[src/rtl/i2s_mic_rx_pkg.sv]
// Shared types and helpers for the I2S microphone receiver.
package i2s_pkg;

  // Framer states.
  typedef enum logic [1:0] {
    IDLE,
    HUNT,
    SHIFT,
    SKIP
  } state_t;

  // WS level that selects each channel.
  localparam logic CHANNEL_LEFT  = 1'b0;
  localparam logic CHANNEL_RIGHT = 1'b1;

  // Counter width needed to hold 0..n-1. Used to size the SCK divider,
  // the bit counter and the FIFO pointers.
  function automatic int cnt_width(input int n);
    return (n > 1) ? $clog2(n) : 1;
  endfunction

endpackage

[src/rtl/i2s_mic_rx_sample_fifo.sv]
// Synchronous first-word-fall-through FIFO for captured samples.
// A push into a full FIFO is accepted only when a pop frees a slot that cycle.
module sample_fifo
  import i2s_pkg::*;
#(
  parameter int WIDTH = 16,
  parameter int DEPTH = 4
) (
  input  logic             clk,
  input  logic             reset,
  input  logic             push,
  input  logic [WIDTH-1:0] push_data,
  input  logic             pop,
  output logic [WIDTH-1:0] pop_data,
  output logic             full,
  output logic             empty
);

  localparam int AW = cnt_width(DEPTH);

  logic [DEPTH-1:0][WIDTH-1:0] mem;
  logic [AW-1:0]               wr_ptr, rd_ptr;
  logic [AW:0]                 count;
  logic                        do_push, do_pop;

  assign full     = (count == (AW+1)'(DEPTH));
  assign empty    = (count == '0);
  assign pop_data = mem[rd_ptr];
  assign do_pop   = pop && !empty;
  assign do_push  = push && (!full || do_pop);

  // Storage, pointers (wrap naturally, DEPTH is a power of two) and occupancy.
  always_ff @(posedge clk) begin
    if (!reset) begin
      mem    <= '0;
      wr_ptr <= '0;
      rd_ptr <= '0;
      count  <= '0;
    end else begin
      if (do_push) begin
        mem[wr_ptr] <= push_data;
        wr_ptr      <= wr_ptr + AW'(1);
      end
      if (do_pop) rd_ptr <= rd_ptr + AW'(1);
      case ({do_push, do_pop})
        2'b10:   count <= count + (AW+1)'(1);
        2'b01:   count <= count - (AW+1)'(1);
        default: ;
      endcase
    end
  end

endmodule

[src/rtl/i2s_mic_rx.sv]
// I2S microphone receiver: generates SCK, frames one channel's MSB-first
// words (1-bit delay after WS edge) and queues them for the next stage.
module i2s_mic_rx
  import i2s_pkg::*;
#(
  parameter int WORD_WIDTH = 16,
  parameter int SCK_DIV    = 8,
  parameter int CHANNEL    = 0,
  parameter int FIFO_DEPTH = 4
) (
  input  logic                  clk,
  input  logic                  reset,
  input  logic                  enable,
  input  logic                  SD,
  input  logic                  WS,
  output logic                  SCK,
  output logic [WORD_WIDTH-1:0] sample_data,
  output logic                  sample_valid,
  input  logic                  sample_ready,
  output logic                  overflow,
  output logic                  frame_err
);

  localparam int   DIV_W   = cnt_width(SCK_DIV);
  localparam int   BIT_W   = cnt_width(WORD_WIDTH);
  localparam int   HALF    = SCK_DIV / 2;
  localparam logic CHAN_WS = (CHANNEL != 0) ? CHANNEL_RIGHT : CHANNEL_LEFT;

  logic [DIV_W-1:0]      div_cnt, div_nxt;
  logic [1:0]            sd_sync, ws_sync;
  logic                  sd_s, ws_s, ws_prev, ws_edge, strobe;
  state_t                state, state_nxt;
  logic [BIT_W-1:0]      bit_cnt;
  logic [WORD_WIDTH-1:0] shreg;
  logic                  shift_en, word_done, word_err;
  logic                  push_q, pop, fifo_full, fifo_empty;

  assign div_nxt = (div_cnt == DIV_W'(SCK_DIV-1)) ? '0 : div_cnt + DIV_W'(1);
  // Last clk of SCK high: data from the mic has been stable since the rise.
  assign strobe  = enable && (div_cnt == DIV_W'(HALF-1));
  assign sd_s    = sd_sync[1];
  assign ws_s    = ws_sync[1];
  assign ws_edge = (ws_s != ws_prev);

  // SCK divider; SCK is registered from the next count so it rises at the wrap.
  always_ff @(posedge clk) begin
    if (!reset || !enable) begin
      div_cnt <= '0;
      SCK     <= 1'b0;
    end else begin
      div_cnt <= div_nxt;
      SCK     <= (div_nxt < DIV_W'(HALF));
    end
  end

  // Two-flop synchronisers for the asynchronous mic pins, plus captured WS.
  always_ff @(posedge clk) begin
    if (!reset) begin
      sd_sync <= '0;
      ws_sync <= '0;
      ws_prev <= 1'b0;
    end else begin
      sd_sync <= {sd_sync[0], SD};
      ws_sync <= {ws_sync[0], WS};
      if (strobe) ws_prev <= ws_s;
    end
  end

  // Framer state register.
  always_ff @(posedge clk) begin
    if (!reset) state <= IDLE;
    else        state <= state_nxt;
  end

  // Framer next state; every WS edge resynchronises to the slot it opens.
  always_comb begin
    state_nxt = state;
    shift_en  = 1'b0;
    word_done = 1'b0;
    word_err  = 1'b0;
    if (!enable) begin
      state_nxt = IDLE;
    end else if (strobe) begin
      case (state)
        IDLE: state_nxt = HUNT;
        HUNT, SKIP: begin
          if (ws_edge) state_nxt = (ws_s == CHAN_WS) ? SHIFT : SKIP;
        end
        SHIFT: begin
          if (ws_edge) begin
            word_err  = 1'b1;
            state_nxt = (ws_s == CHAN_WS) ? SHIFT : SKIP;
          end else begin
            shift_en = 1'b1;
            if (bit_cnt == BIT_W'(WORD_WIDTH-1)) begin
              word_done = 1'b1;
              state_nxt = SKIP;
            end
          end
        end
        default: state_nxt = IDLE;
      endcase
    end
  end

  // Shift register and bit counter; counter restarts whenever a word is not in progress.
  always_ff @(posedge clk) begin
    if (!reset) begin
      shreg   <= '0;
      bit_cnt <= '0;
    end else begin
      if (shift_en) begin
        shreg   <= {shreg[WORD_WIDTH-2:0], sd_s};
        bit_cnt <= bit_cnt + BIT_W'(1);
      end
      if (state_nxt != SHIFT || word_err) bit_cnt <= '0;
    end
  end

  // Push one clk after the final bit (shreg then holds the whole word); sticky flags.
  always_ff @(posedge clk) begin
    if (!reset) begin
      push_q    <= 1'b0;
      overflow  <= 1'b0;
      frame_err <= 1'b0;
    end else begin
      push_q <= word_done;
      if (push_q && fifo_full && !pop) overflow <= 1'b1;
      if (word_err) frame_err <= 1'b1;
    end
  end

  assign sample_valid = !fifo_empty;
  assign pop          = sample_valid && sample_ready;

  sample_fifo #(
    .WIDTH (WORD_WIDTH),
    .DEPTH (FIFO_DEPTH)
  ) u_fifo (
    .clk       (clk),
    .reset     (reset),
    .push      (push_q),
    .push_data (shreg),
    .pop       (pop),
    .pop_data  (sample_data),
    .full      (fifo_full),
    .empty     (fifo_empty)
  );

endmodule

[config.mk]
export PLATFORM = sky130hd
export DESIGN_NAME = i2s_mic_rx
export DESIGN_NICKNAME = d
export VERILOG_FILES = /design/src/rtl/i2s_mic_rx_pkg.sv /design/src/rtl/i2s_mic_rx_sample_fifo.sv /design/src/rtl/i2s_mic_rx.sv
export SDC_FILE = /design/constraint.sdc
export NUM_CORES = 1
export LEC_CHECK = 0
export ABC_AREA = 1
export CAP_MARGIN = 20
export CORE_MARGIN = 3
export CORE_UTILIZATION = 44
export DETAILED_ROUTE_END_ITERATION = 8
export SETUP_SLACK_MARGIN = 0.2
export SLEW_MARGIN = 0
export SYNTH_ARGS = -nofsm -noshare
export SYNTH_HDL_FRONTEND = slang
export SYNTH_SLANG_ARGS = --single-unit
[constraint.sdc]
create_clock -name clk -period 2.4 [get_ports clk]
set_input_delay 0.24 -clock clk [delete_from_list [all_inputs] [get_ports clk]]
set_output_delay 0.24 -clock clk [all_outputs]
set_load 0.05 [all_outputs]
* After elaboration in Yosys (flattened, before gate mapping)
Index checks and enable logic that the tools add are counted.
** Word-level totals
- Flip-flop bits (word level) :: 105
- Bits of input ports :: 6
- Output and inout bits :: 20
** Operators by class
- $add $sub $neg :: 6
- Order comparisons :: 4
- Equal/unequal tests :: 11
- Muxes and demuxes :: 23
- Bitwise operators :: 4
- Reduce and logical (&&, ||, !) cells :: 21
** Operators with widths (count)
- $bwmux W64 :: 1
- $bmux W16 S2 :: 1
- $demux W16 S2 :: 1
- $mux W16 :: 2
- $mux W1 :: 10
- $mux W2 :: 5
- $logic_and A1 B1 Y1 :: 7
- $add A3 B1 Y3 const B :: 2
- $eq A2 B2 Y1 const B :: 3
- $eq A3 B3 Y1 const B :: 2
- $lt A2 B3 Y1 const B :: 2
- $pmux W2 S3 :: 1
- $pmux W3 S2 :: 1
- $logic_not A1 Y1 :: 5
- $reduce_or A5 Y1 :: 1
- $add A2 B1 Y2 const B :: 2
- $add A4 B1 Y4 const B :: 1
- $eq A2 B1 Y1 const B :: 2
- $eq A4 B4 Y1 const B :: 1
- $not A1 Y1 :: 4
- $reduce_or A2 Y1 :: 2
- $eq A3 B2 Y1 const B :: 1
- $logic_not A3 Y1 :: 1
- $logic_or A1 B1 Y1 :: 3
- 8 further kinds :: 8

* Depth between registers and ports, before layout
- Depth in word-level cells :: 9
- Depth in mapped cells :: 10
- Depth with buffers taken out :: 10

* Hierarchy
Synthesis repeated with hierarchy kept, for this count alone.
** Second synthesis, totals
- Cell total of the unflattened synthesis :: 809
- Area, all modules :: 5361.4 sq um
** By module, submodules not included
- sample_fifo :: instances 1, cells an instance 639, area an instance 3976.3 sq um, seq. area each 1421.4 sq um
- i2s_mic_rx :: instances 1, cells an instance 170, area an instance 1385.1 sq um, seq. area each 680.7 sq um

* Worst setup path before layout
OpenSTA, ideal clock, no wires.
- Path kind :: reg2out
- Start point :: register u_fifo.rd_ptr[0]
- End point :: output port sample_data[0]
- Arrival time :: 1647 ps
- Data required time :: 2160 ps
- Slack :: 513 ps
- Stages on the path, launching flop included :: 5
- Cell sequence :: dfxtp_1 buf_2 clkbuf_1 a21oi_1 a21oi_1
** On the way
- Word-level cells in the longest chain between the ends :: 2
** RTL lines
- start: declaration :: RTL line i2s_mic_rx_sample_fifo.sv:22 : logic [AW-1:0] wr_ptr, rd_ptr;
- start signal: assignment :: RTL line i2s_mic_rx_sample_fifo.sv:44 : if (do_pop) rd_ptr <= rd_ptr + AW'(1);
- $bmux W16 S2 :: RTL line i2s_mic_rx_sample_fifo.sv:28 : assign pop_data = mem[rd_ptr];
- $mux W16 (implied by the code) :: RTL line i2s_mic_rx_sample_fifo.sv:28
- end: declaration :: RTL line i2s_mic_rx.sv:17 : output logic [WORD_WIDTH-1:0] sample_data,
Every way passes these cells. The select of a mux whose other input is x is not followed.

* Worst setup path after layout
- Start point :: register u_fifo.rd_ptr[0]
- End point :: output port sample_data[12]
Same word-level chain as after synthesis.

==> results by group <==
Logic synthesis
  – Mapped cell area: ~5000 um2
  – Sequential-to-total area share from yosys stat: 0.423
  – Syn Nets: ~750
  – Synth Instances: ~730
  – Mean cell area of the mapped netlist: between 6 and 7 um2
  – Distinct cells, synth: 29
  – Synthesized flop and latch total: 105
  – Synth Warn #: 0

Hold path
  – Worst min path class: in2reg

Timing
  – Clk_skew: approximately 0.006 ns
  – Hold_ws: 0.369 ns
  – Slew Limit Fails: 0
  – Final setup TNS: 0 ns
  – RSZ-0062 raised after global routing: false
  – Max Clk Rate: 0.490 GHz
  – Final worst path period need: 2.04 ns
  – Final Hold Viols: 0
  – Final setup vio count: 0
  – Max-slew headroom: 0.443
  – Worst-margin pin slew: around 0.84 ns
  – Final worst-path cycle share: 0.850

Placed design
  – Post-DP HPWL: 7.02 mm
  – Routability cong.: between 0.8 and 0.9
  – IO Port Bufs: 25
  – Post-DP Area: ~5500 um2

GRT
  – Number of global-route vias before repair: a little over 4k
  – First-pass GRT wire length: 19.1 mm
  – GRT overflow: 0
  – Total track usage: 0.188
  – Largest net degree at the start of global routing: 53
  – Initial antenna violation count: 0

Clock tree
  – H-tree levels: 3
  – Clock slew at reported path FFs: 0.07 ns
  – CTS Buf Count: 9
  – TritonCTS clock tree: built
  – Clk Latency, worst-skew pair: 0.35 ns
  – Clk sink count: between 100 and 150
  – Maximum clock path buffer count: 2
  – CTS root buffer: clkbuf_16

Setup path
  – CP Class: reg2out
  – R2R Setup Slk: between 0.4 and 0.5 ns
  – Req. time, crit path: between 2 and 2.5 ns
  – CP Max Fanout: 15
  – Setup crit end kind: output pin
  – Worst Setup Start Kind: flip-flop
  – Critical path arrival: 1.80 ns

Floorplanning
  – Num ports: 26
  – Die area: about 13000 um2
  – Initial Utilization: 0.454
  – Die Width: between 100 and 150 um
  – Core Area: approximately 11000 um2
  – Cell Rows: 38
  – Die Ht: 112 um

Cells and area
  – Ant. Diodes: 0
  – Fin area: approximately 5800 um2
  – Final net count: 764
  – FILL cells: 1049
  – Area Overhead vs Synth: 17.5%
  – Layout Utilization: 0.534
  – Layout cells sized above 1: 0.113

Detailed routing
  – Vias per cell: about 4.7
  – Starting DRT DRC Count: roughly 210
  – Mean routed wirelength per cell: between 10 and 15 um
  – Drt pass-1 iters: 5
  – Routed via count: 4192
  – Remaining antenna violation count: 0
  – Total wire length: 11.3 mm
  – Residual DRC count: 0

Run
  – Maxcap violations: 0

Power and ir drop
  – Leakage power: approximately 2.6 nW
  – Total power: between 3 and 4 mW
  – Pwr Density: about 610 nW/um2
  – Peak supply drop: around 0.38 mV

Status
  – Result of the run: complete, no violations
power by group:
part           leakage (nW)  switching (mW)  total, mW  internal [mW]
Sequential            0.847         0.00221       1.75           1.75
Combinational          1.54          0.0579     0.0857         0.0278
Clock                 0.166           0.656       1.70           1.05
logic make-up after synthesis:
| family | synth area share |
|---|---|
| buffers and inverters | 0.150 |
| adders and majority gates | 0.0267 |
| DFF | 0.423 |
| xor gates and xnor gates | 0.00529 |
| AOI/OAI and AO/OA | 0.132 |
| and+or+nand+nor | 0.263 |
registers in the layout, indices dropped and copies added, names as in the netlist, 2 cells and up:
register / cells
u_fifo.wr_ptr: 2
u_fifo.count: 3
bit_cnt: 4
u_fifo.rd_ptr: 2
ws_sync: 2
u_fifo.mem: 64
shreg: 16
sd_sync: 2
div_cnt: 3
state: 2
final timing paths:
check	startpoint	end	depth (start not counted)
max	u_fifo.rd_ptr[0]	sample_data[12]	6
min	reset	u_fifo.mem[16]	3
max reg2reg	u_fifo.count[2]	u_fifo.count[2]	9
min reg2reg	ws_sync[0]	ws_sync[1]	2
layout make-up:
class / instances / area, um2 / area share
multi-input cells: 447 / 2120 / 0.364
flip-flops and latches: 105 / 2100 / 0.360
inverters: 147 / 563 / 0.0964
repair buffers: 38 / 528 / 0.0904
clock buffers: 11 / 243 / 0.0416
well taps: 140 / 175 / 0.0300
clock inverters: 5 / 103 / 0.0176
cell usage after synthesis, drive strengths merged:
cell    count  area (um2)
xnor2       2        17.5
fa          1        20.0
o22ai       1        6.26
nand4       2        12.5
o21ai      40         200
xor2        1        8.76
nor3        2        10.0
nand2     223         858
nor2       69         370
a21oi      90         450
ha          9         113
nand3       5        42.5
inv       147         559
clkbuf     13        48.8
buf        19         135
dfxtp     105        2100
nor3b       2        15.0
through the flow:
| step | cells | worst slack [ns] |
|---|---|---|
| global route | 893 | 0.227 |
| floorplan | 731 | 0.513 |
| global placement | 874 | 0.271 |
| detailed placement | 874 | 0.207 |
| CTS | 890 | 0.260 |
| finish | 893 | 0.361 |
placed cells by master, fill, tap and decap left out, drive strengths merged, types with 2 or more instances in the layout:
| master | n |
|---|---|
| a21oi | 90 |
| clkbuf | 11 |
| inv | 146 |
| nand4 | 2 |
| bufinv | 3 |
| clkinvlp | 2 |
| buf | 30 |
| ha | 9 |
| clkdlybuf4s50 | 8 |
| nand2 | 223 |
| nor3b | 2 |
| nand3 | 5 |
| dfxtp | 105 |
| xnor2 | 2 |
| nor2 | 69 |
| nor3 | 2 |
| o21ai | 40 |
worst max-delay path, stage by stage (launching register included):
cell and delay [ns]:
dfxtp_1 0.38, clkinvlp_4 0.17, buf_4 0.23, o21ai_0 0.18
a21oi_1 0.06, a21oi_1 0.25, buf_12 0.18
what timing repair did:
item / in CTS / in global routing
buffers inserted: 0 / 3
resized for setup: 0 / 1
endpoints found under the setup margin: 0 / 6
hold buffers: 0 / 0
metal layers:
metal | wire length (um) | track usage | vias up | share of wire
met5 | 0 | 0 | - | 0
met4 | 189 | 0.0633 | 0 | 0.017
met3 | 412 | 0.0361 | 19 | 0.037
met2 | 5390 | 0.319 | 71 | 0.48
met1 | 5270 | 0.241 | 1885 | 0.47
li1 | - | - | 2217 | -
Power figures use the tool's default switching activity.
==> patch: new RTL, config.mk and constraints unchanged <==
One comparison of `count` changes from == to >=.
--- a/src/rtl/i2s_mic_rx_sample_fifo.sv
+++ b/src/rtl/i2s_mic_rx_sample_fifo.sv
@@ -23,7 +23,7 @@
   logic [AW:0]                 count;
   logic                        do_push, do_pop;
 
-  assign full     = (count == (AW+1)'(DEPTH));
+  assign full     = (count >= (AW+1)'(DEPTH));
   assign empty    = (count == '0);
   assign pop_data = mem[rd_ptr];
   assign do_pop   = pop && !empty;
Check against the original RTL: same outputs for any inputs over 10 cycles, from zero or initial values and one cycle with reset low; that may be too few to reach the edited logic, so the function may still have changed.
==> patch against the unedited design <==
- count of clock-buffer cells in the layout shrank 1
- sequential cell count is the same
- area after synthesis decreased by 8.5%
- wire length decreased by 1.0%
- largest cell class is now flip-flops and latches
- total power decreased by 15%
- register-to-register slack gained 0.09 ns
- worst setup slack gained 0.012 ns
- largest power group unchanged
- die area fell by 8.1%
- clock power down 29%
- cell area is 15% lower
- combinational power shrank 25%
- non-clock buffer count is 1 lower
==> patch: results (changes against the unedited design) <==
[grt]
grt_use_met2 = 0.324  ; +0.00508
use_met3 = 0.0390  ; +0.00287
grt_start_max_net_pins = 39  ; -26%
grt_pass1_vias = 3748  ; -6.9%
grt-busiest-layer = met2
grt_pass1_wl_mm = 18.3  ; -4.4%
met1_usage = 0.262  ; +0.0211
grt_usage = 0.199  ; +0.0108

[run_status]
status = finished, final reports clean

[synth]
synth-compound-area-share = 0.171  ; +0.0390
ys_top_cells_by_area = dfxtp_1, a21oi_1, nand2_1, nand3_1, nor2_1
syn_nets = 609  ; -18%
syn_avg_cell_area_um2 = 7.67  ; +13%
ys_types = 31  ; +6.9%
ys_seq_area_frac = 0.462  ; +0.0395
synthAdderAreaFrac = 0.0292  ; +0.00249
synth-xor-area-share = 0.00385  ; -0.00143
yosys-top-cells-count = dfxtp_1, nand2_1, nor2_1, a21oi_1, nand3_1

[timing]
finClkSkew_ns = 0.0175  ; +0.0114 ns
max_slew.worst_pin.slew_ns = 0.604  ; -0.231 ns

[layout]
drive_above_1_share = 0.0912  ; -0.0217

[clock_tree]
clk_transition_reported_paths_ns = 0.09  ; +0.02 ns
root_buffer = clkbuf_8
clkLatencyLatePin_ns = 0.37  ; +0.02 ns

[setup_path]
reg2reg_depth = 12  ; +3
cp_max_fo = 17  ; +2

[pwr]
power.density_nw_per_um2 = 611  ; +0.76%
max-vdd-ir-drop_uv = 342  ; -11%
clock_power_share = 0.400  ; -0.081
p_comb_mw = 0.0645  ; -25%
leakage_nw = 1.83  ; -28%
p_switching_mw = 0.646  ; -9.8%

[routing]
viasPerCell = 5.34  ; +14%
routed_wl_mm = 11.1  ; -1.0%
wl_met2_mm = 5.17  ; -4.1%
wl_met1_mm = 5.04  ; -4.4%
wl_per_cell_um = 15.1  ; +20%
wl_met3_um = 700  ; +70%
drt_iter0_markers = 314  ; +50%

[place]
gp_congestion = 0.732  ; -9.1%
dp.final_hpwl_mm = 6.78  ; -3.4%
place_area_um2 = 4730  ; -13%
place_ws_ns = 0.276  ; +0.0689 ns
port_buffers = 25  ; unchanged

patch: final timing paths:
kind	to	slack, ns	startpoint
setup / recovery	sample_data[14]	0.37	u_fifo.rd_ptr[1]
hold / removal	ws_sync[0]	0.40	WS
setup reg to reg	u_fifo.count[2]	0.53	u_fifo.count[2]
hold reg to reg	sd_sync[1]	0.43	sd_sync[0]
patch: cell families after synthesis:
kind of cell    Yosys count
xor+xnor                  2
fa+ha+maj                10
buf+inv                  71
simple gates            257
flops                   105
compound gates          148
patch: worst max-delay path, cell delays in order, from the launching register on:
cell and delay, ns:
dfxtp_1 0.32, inv_1 0.44, o21ai_0 0.18, o22ai_1 0.23
buf_4 0.25
patch: cell type report:
class                           instances  area (um^2)
Fill cell                            1006         4960
Sequential cell                       105         2100
Multi-Input combinational cell        417         2040
Timing Repair Buffer                   37          313
Tap cell                              133          166
Clock buffer                           10          138
Inverter                               29          113
Clock inverter                          5         80.1
